===== src/rtl/cv32e40p_lsu_trans_tracker.sv =====
// LSU transaction front end: converts core load/store requests into word-aligned OBI transactions,
// bounds outstanding requests to DEPTH and formats in-order responses from a sideband FIFO.
module cv32e40p_lsu_trans_tracker #(
   parameter int DEPTH = 2
) (
   input  logic        clk,
   input  logic        rst_n,
   input  logic        req_valid_i,
   output logic        req_ready_o,
   input  logic [31:0] req_addr_i,
   input  logic        req_we_i,
   input  logic [1:0]  req_size_i,
   input  logic        req_sign_ext_i,
   input  logic [31:0] req_wdata_i,
   output logic        rsp_valid_o,
   output logic [31:0] rsp_rdata_o,
   output logic        rsp_err_o,
   output logic        rsp_we_o,
   output logic        busy_o,
   output logic        trans_valid_o,
   input  logic        trans_ready_i,
   output logic [31:0] trans_addr_o,
   output logic        trans_we_o,
   output logic [3:0]  trans_be_o,
   output logic [31:0] trans_wdata_o,
   output logic [5:0]  trans_atop_o,
   input  logic        resp_valid_i,
   input  logic [31:0] resp_rdata_i,
   input  logic        resp_err_i
);

   localparam int PW = (DEPTH > 1) ? $clog2(DEPTH) : 1;
   localparam int CW = $clog2(DEPTH + 1);
   localparam logic [CW-1:0] DEPTH_C = CW'(DEPTH);
   localparam logic [PW-1:0] LAST_C  = PW'(DEPTH - 1);

   typedef struct packed {
      logic [1:0] off;
      logic [1:0] size;
      logic       sext;
      logic       we;
   } side_t;

   logic [CW-1:0] cnt_q;
   logic [PW-1:0] wr_ptr_q;
   logic [PW-1:0] rd_ptr_q;
   side_t         fifo_q [DEPTH];
   side_t         new_ent;
   side_t         head;
   logic          not_full;
   logic          accept;
   logic          pop;

   function automatic logic [3:0] gen_be(input logic [1:0] size, input logic [1:0] off);
      case (size)
         2'b00:   gen_be = 4'b0001 << off;
         2'b01:   gen_be = off[1] ? 4'b1100 : 4'b0011;
         default: gen_be = 4'b1111;
      endcase
   endfunction

   function automatic logic [31:0] gen_wdata(input logic [1:0] size, input logic [31:0] wdata);
      case (size)
         2'b00:   gen_wdata = {4{wdata[7:0]}};
         2'b01:   gen_wdata = {2{wdata[15:0]}};
         default: gen_wdata = wdata;
      endcase
   endfunction

   // Shift the addressed lane down to bit 0, then zero- or sign-extend it.
   function automatic logic [31:0] fmt_rdata(input side_t e, input logic [31:0] rdata);
      logic [31:0] s;
      s = rdata >> {e.off, 3'b000};
      case (e.size)
         2'b00:   fmt_rdata = {{24{e.sext & s[7]}}, s[7:0]};
         2'b01:   fmt_rdata = {{16{e.sext & s[15]}}, s[15:0]};
         default: fmt_rdata = rdata;
      endcase
   endfunction

   function automatic logic [PW-1:0] ptr_inc(input logic [PW-1:0] p);
      ptr_inc = (p == LAST_C) ? '0 : p + 1'b1;
   endfunction

   assign not_full      = (cnt_q < DEPTH_C);
   assign trans_valid_o = req_valid_i && not_full;
   assign req_ready_o   = trans_ready_i && not_full;
   assign accept        = req_valid_i && req_ready_o;
   assign pop           = resp_valid_i && (cnt_q != '0);

   assign trans_addr_o  = {req_addr_i[31:2], 2'b00};
   assign trans_we_o    = req_we_i;
   assign trans_be_o    = gen_be(req_size_i, req_addr_i[1:0]);
   assign trans_wdata_o = gen_wdata(req_size_i, req_wdata_i);
   assign trans_atop_o  = '0;

   assign new_ent = '{off: req_addr_i[1:0], size: req_size_i, sext: req_sign_ext_i, we: req_we_i};
   assign head    = fifo_q[rd_ptr_q];

   assign rsp_valid_o = pop;
   assign rsp_err_o   = resp_err_i && pop;
   assign rsp_we_o    = head.we;
   assign rsp_rdata_o = (head.we || resp_err_i) ? 32'h0 : fmt_rdata(head, resp_rdata_i);
   assign busy_o      = (cnt_q != '0);

   always_ff @(posedge clk or negedge rst_n) begin
      if (!rst_n) begin
         cnt_q    <= '0;
         wr_ptr_q <= '0;
         rd_ptr_q <= '0;
         for (int i = 0; i < DEPTH; i++) fifo_q[i] <= '0;
      end else begin
         if (accept) begin
            fifo_q[wr_ptr_q] <= new_ent;
            wr_ptr_q         <= ptr_inc(wr_ptr_q);
         end
         if (pop) rd_ptr_q <= ptr_inc(rd_ptr_q);
         if (accept && !pop)      cnt_q <= cnt_q + 1'b1;
         else if (pop && !accept) cnt_q <= cnt_q - 1'b1;
      end
   end

endmodule


===== config.mk =====
export PLATFORM = sky130hd
export DESIGN_NAME = cv32e40p_lsu_trans_tracker
export DESIGN_NICKNAME = d
export VERILOG_FILES = /design/src/rtl/cv32e40p_lsu_trans_tracker.sv
export SDC_FILE = /design/constraint.sdc
export NUM_CORES = 1
export LEC_CHECK = 0
export ABC_AREA = 1
export CELL_PAD_IN_SITES_DETAIL_PLACEMENT = 1
export CELL_PAD_IN_SITES_GLOBAL_PLACEMENT = 2
export CORE_MARGIN = 3
export CORE_UTILIZATION = 14
export DETAILED_ROUTE_END_ITERATION = 8
export PLACE_DENSITY_LB_ADDON = 0.1
export SYNTH_ARGS = -nofsm -noshare
export SYNTH_HDL_FRONTEND = slang
export SYNTH_SLANG_ARGS = --single-unit

===== constraint.sdc =====
create_clock -name clk -period 2.1 [get_ports clk]
set_input_delay 0.21 -clock clk [delete_from_list [all_inputs] [get_ports clk]]
set_output_delay 0.21 -clock clk [all_outputs]
set_load 0.02 [all_outputs]

**Word level (Yosys, flattened, before mapping)**

Cells that the tools add are included.

- Logic and storage cells: 57
- Bits in latches: 0
- Output and inout port bits: 113
- Bits in registers: 16
- Memories: 0
- Input bits: 106
- RAM bits: 0
- Bits in read-only memories: 0

- Shift-type cells: 2
- Reduce and logical (&&, ||, !) cells: 15
- Mux-type cells: 15
- Eq/ne operators: 2
- $lt $le $gt $ge: 4
- Add/sub/neg operators: 4
- Div/mod/pow operators: 0
- Bitwise logic cells: 4
- Multiply operators: 0

Operators with widths:

| operator | count |
|---|---|
| 32-bit case mux with 2 select lines | 2 |
| 32-bit 2-to-1 mux | 1 |
| 32-bit by 5-bit right shift with 16-bit output | 1 |
| 6-bit 2-to-1 mux | 4 |
| 12-bit bitwise mux | 1 |
| 1-bit logical AND | 8 |
| 4-bit case mux with 2 select lines | 1 |
| 6-bit demux with 1-bit select | 1 |
| 2-bit by 1-bit equality test with 1-bit output (second input constant) | 2 |
| 2-bit >= comparator (second input constant) | 2 |
| 2-bit zero test | 2 |
| 2-bit 2-to-1 mux | 2 |
| 4-bit 2-to-1 mux | 1 |
| 1-bit NOT with 2-bit output | 2 |
| 2-bit nonzero test | 2 |
| 1-bit by 2-bit << shifter with 4-bit output (first input constant) | 1 |
| 1-bit adder (second input constant) | 2 |
| 2-bit by 1-bit adder with 2-bit output (second input constant) | 1 |
| 1-bit AND | 2 |
| 1-bit zero test | 2 |
| 2-bit by 1-bit less-than comparator with 1-bit output (second input constant) | 1 |
| 2-bit less-than comparator (second input constant) | 1 |
| 1-bit 2-to-1 mux | 2 |
| 2-bit by 1-bit subtractor with 2-bit output (second input constant) | 1 |
| 1-bit logical OR | 1 |

**Longest topological paths before layout**

- Word-level depth: 8
- Mapped depth: 10
- Gate-level depth less buffers: 9

**Worst setup path after synthesis**

OpenSTA, ideal clock, no wires.

- Path kind: flip-flop to output port
- From: reg rd_ptr_q
- To: out rsp_rdata_o[15]
- Path buffers: 2
- Stages on the path, launching flop included: 8
- Arrival: 1.559 ns
- Path slack: 0.331 ns
- Required time: 1.890 ns
- Cell sequence: dfrtp_1 -> buf_6 -> nand2_1 -> nand2_1 -> nor2_4 -> buf_2 -> o21ai_0 -> a21oi_1

- Elaborated cells between the ends (all ways): 11
- Those cells by class: eq/ne (1); shift (1); mux (5); bitwise (2); reduce/logical (2)

RTL lines:

| what | RTL line | source |
|---|---|---|
| start, declared | 46 | `logic [PW-1:0] rd_ptr_q;` |
| start signal, assigned | 117 | `if (pop) rd_ptr_q <= ptr_inc(rd_ptr_q);` |
| 1-bit NOT with 2-bit output (implied by the code) | 98 | `assign head = fifo_q[rd_ptr_q];` |
| 6-bit 2-to-1 mux (implied by the code) (3 in a row) | 98 |  |
| net rsp_we_o | 18 | `output logic rsp_we_o,` |
| 1-bit logical OR | 103 | `assign rsp_rdata_o = (head.we \|\| resp_err_i) ? 32'h0 : fmt_rdata(head, resp_rdata_i);` |
| 32-bit 2-to-1 mux | 103 |  |
| end, declared | 16 | `output logic [31:0] rsp_rdata_o,` |

The timed path passes the listed nets, and every way through them passes these cells. The select of a mux whose other input is x is not followed.

**Worst setup path after layout**

- From: reg rd_ptr_q
- To: out rsp_rdata_o[11]

- Longest elaborated chain between the ends: 8
- Elaborated cells between the ends (all ways): 11
- Those cells by class: eq/ne (1); shift (1); mux (5); bitwise (2); reduce/logical (2)

RTL lines:

| what | RTL line | source |
|---|---|---|
| 1-bit NOT with 2-bit output (implied by the code) (*) | 98 |  |
| 6-bit 2-to-1 mux (implied by the code) (*) (3 in a row) | 98 |  |
| 32-bit by 5-bit right shift with 16-bit output | 73 | `s = rdata >> {e.off, 3'b000};` |
| 1-bit AND | 75 | `2'b00: fmt_rdata = {{24{e.sext & s[7]}}, s[7:0]};` |
| 32-bit case mux with 2 select lines | 74 | `case (e.size)` |
| 32-bit 2-to-1 mux (*) | 103 |  |

Mark *: on every way between the ends. The rest lies on a longest branch, timed or not. The select of a mux whose other input is x is not followed.

==> impl_metrics.py <==
metrics = {
    "logic_synthesis": {
        "yosysUniqueCellTypes": 28,
        "seq_area_frac_synth_pct": 15.09,
        "synth_warnings": 0,
        "synthSimpleGateAreaFrac_pct": 44.67,
        "netlist_instances": 472,
        "synthAdderAreaFrac_pct": 0.4717,
        "muxShareOfSynthArea_pct": 0,
        "synth_compound_area_share_pct": 13.68,
        "synth_seq_cells": 16,
        "synth_top_family_by_area": "simple AND/OR/NAND/NOR gates",
        "netlist_area_um2": 2653,
        "synth_area_per_cell_um2": 5.620,
        "synthXorXnorAreaFrac_pct": 0.9906,
    },
    "global_routing": {
        "gr-total-overflow": 0,
        "grt.met1_usage_pct": 13.74,
        "grt_pass1_vias": 3595,
        "top_usage_layer": "met2",
        "grt_start_max_net_pins": 29,
        "grtUsageMet2_pct": 20.63,
        "grt_use_met3_pct": 2.196,
        "grt_pass1_wl_um": 18750,
        "antenna_found_initial": 0,
        "grt_usage_pct": 11.09,
    },
    "detailed_routing": {
        "via_per_inst": 3.996,
        "dr.pass1.iters": 4,
        "wl_per_cell_um": 14.39,
        "vias": 3373,
        "routed_wl_um": 12140,
        "drtIter0Drc": 72,
        "antenna_left": 0,
        "drc": 0,
    },
    "clock_network": {
        "cts-root-buf": "clkbuf_16",
        "clk_latency_ps": 240,
        "htreeDepth": 1,
        "postCtsHoldBufs": 0,
        "path_clk_slew_ps": 50,
        "cts_tree": "yes",
        "numCtsBuffers": 3,
        "clockBufferDepth": 2,
        "clock_sinks": 16,
    },
    "critical_path": {
        "crit_type": "flop to primary output",
        "arrival_ps": 1930,
        "worstSetupEndpointType": "primary output",
        "worstPathRequired_ps": 1890,
        "path_max_fanout": 7,
        "crit_path_start_kind": "flop",
    },
    "sta": {
        "period_minus_slack_ps": 2138,
        "whs_ps": 420.0,
        "skew_ps": 2.025,
        "finalCritPeriodShare_pct": 101.8,
        "slew_violations": 0,
        "fmax_ghz": 0.4676,
        "hold_violations": 0,
        "setup_viol": 12,
        "fin_setup_tns_ps": -129.1,
        "slew_headroom_pct": 48.18,
        "finalWorstSetupSlack_ps": -38.36,
        "tightest_slew_ps": 774.8,
        "rsz0062_at_grt": "yes",
    },
    "final_layout": {
        "regArea_um2": 401.6,
        "area_delta_synth_final_pct": 77.97,
        "n_antenna_cell": 0,
        "drive_gt1_share_pct": 26.18,
        "multi_input_area_um2": 1777,
        "num-nets-final": 724,
        "layout_common_cells": "nand2_1 (147), clkdlybuf4s50_1 (102), nor2_1 (48), buf_4 (48), o21ai_0 (39)",
        "final_common_cell": "nand2_1",
        "fill_cells": 2268,
    },
    "floorplan": {
        "ios": 219,
        "coreArea_um2": 18270,
        "die_h_um": 143.6,
        "die_area_um2": 20630,
        "num_rows": 49,
        "start_util_pct": 14.52,
        "die_w_um": 143.6,
    },
    "place": {
        "dp_hpwl_um": 9708,
        "io_buffers": 150,
        "gp_congestion": 0.7381,
    },
    "flow_run": {
        "drv_cap": 0,
    },
    "status": {
        "violations": "negative setup slack",
        "status": "complete, but fails checks",
    },
    "pwr": {
        "ir_worst_vdd_mv": 0.4743,
        "power_w": 0.006937,
        "power_density_nw_per_um2": 1469,
        "power.leakage_nw": 2.368,
    },
    "worst_hold_path": {
        "hp-class": "input port to primary output",
    },
}
==> synth_stat cells <==
| master | n | area share (%) |
|---|---|---|
| nor2_4 | 1 | 0.42 |
| ha_1 | 1 | 0.47 |
| xor2_1 | 2 | 0.66 |
| inv_2 | 13 | 1.8 |
| nand2_1 | 157 | 22 |
| conb_1 | 1 | 0.14 |
| buf_12 | 1 | 0.75 |
| nor2_2 | 2 | 0.47 |
| nor2_8 | 1 | 0.75 |
| nor2_1 | 53 | 7.5 |
| inv_1 | 36 | 5.1 |
| buf_6 | 1 | 0.42 |
| nand3_2 | 3 | 1.1 |
| buf_4 | 50 | 14 |
| nand2_4 | 6 | 2.5 |
| nand2_2 | 13 | 3.1 |
| clkbuf_1 | 7 | 0.99 |
| o21ai_4 | 1 | 0.61 |
| o211ai_1 | 7 | 2.0 |
| dfrtp_1 | 16 | 15 |
| or2_2 | 1 | 0.24 |
| o21ai_0 | 40 | 7.5 |
| buf_2 | 9 | 1.7 |
| xnor2_1 | 1 | 0.33 |
| a21oi_2 | 1 | 0.33 |
| nand3_1 | 30 | 5.7 |
| nand3_4 | 1 | 0.66 |
| a21oi_1 | 17 | 3.2 |
==> routing by layer <==
layer  wire length [µm]  up-vias  part of all wire (%)
met5                  0        -                     0
met3                658       10                   5.4
met2               6253       98                    51
met4                 43        0                  0.35
li1                   -     1698                     -
met1               5187     1567                    43
==> timing repair <==
item | in CTS | in global routing
setup buffers | 3 | 5
cloned | 0 | 3
endpoints found under the setup margin | 40 | 40
pin swaps | 5 | 12
gates resized for setup | 116 | 117
==> path summary, 6_finish.rpt <==
| kind | slack, ps | depth (start not counted) | start | endpoint |
|---|---|---|---|---|
| worst max-delay path | -40 | 11 | rd_ptr_q$_DFFE_PN0P_ | rsp_rdata_o[11] |
| worst max register to register | 590 | 7 | cnt_q[1]$_DFFE_PN0P_ | cnt_q[1]$_DFFE_PN0P_ |
| worst min-delay path | 420 | 0 | req_addr_i[29] | trans_addr_o[29] |
| worst min register to register | 470 | 1 | cnt_q[0]$_DFFE_PN0P_ | cnt_q[0]$_DFFE_PN0P_ |
| max in group asynchronous | 1140 | 1 | rst_n | rd_ptr_q$_DFFE_PN0P_ |
| min in group asynchronous | 430 | 1 | rst_n | fifo_q[4]$_DFFE_PN0P_ |
==> where the power goes <==
part | leakage, nW | total (W) | internal [W] | switching [W]
registers | 0.196 | 0.000608 | 0.000465 | 0.000143
logic | 2.13 | 0.00597 | 0.00265 | 0.00332
clock network | 0.0370 | 0.000359 | 0.000249 | 0.000109
==> kinds of logic after synthesis <==
kind of cell             after synthesis
XOR/XNOR                               3
buffers and inverters                117
AO/OA/AOI/OAI                         66
other                                  1
adder cells (fa/ha/maj)                1
flip-flops                            16
AND/OR/NAND/NOR                      268
==> flip-flops by register name, summed over array words and instances (netlist names) <==
signal and cells:
fifo_q 12, cnt_q 2, rd_ptr_q 1, wr_ptr_q 1
==> cell type report <==
class / instances / area share [%]
tap: 229 / 6.069
clock buffer: 3 / 1.590
sequential: 16 / 8.508
inverter: 49 / 4.082
multi-input combinational: 346 / 37.64
timing repair buffer: 201 / 42.12
==> per-stage QoR <==
step	cells	utilization (%)	area, µm²	setup slack, ps
3_3_place_gp	830	23.68	4327	-301.9
3_5_place_dp	830	23.68	4327	-306.9
4_1_cts	836	24.33	4446	-155.0
2_1_floorplan	479	-	2679	331.3
5_1_grt	844	25.84	4721	-146.4
6_report	844	25.84	4721	-38.36
==> critical path: stages, from the launching register on <==
cell	delay, ps
dfrtp_2	460
buf_12	170
nand2_8	70
nand2_4	70
nand2_4	70
nand3_4	90
nand3_4	130
clkinvlp_4	190
buf_6	170
nor2_4	60
nor2_1	40
buf_4	150
No activity file was read; power rests on OpenSTA's default activity.
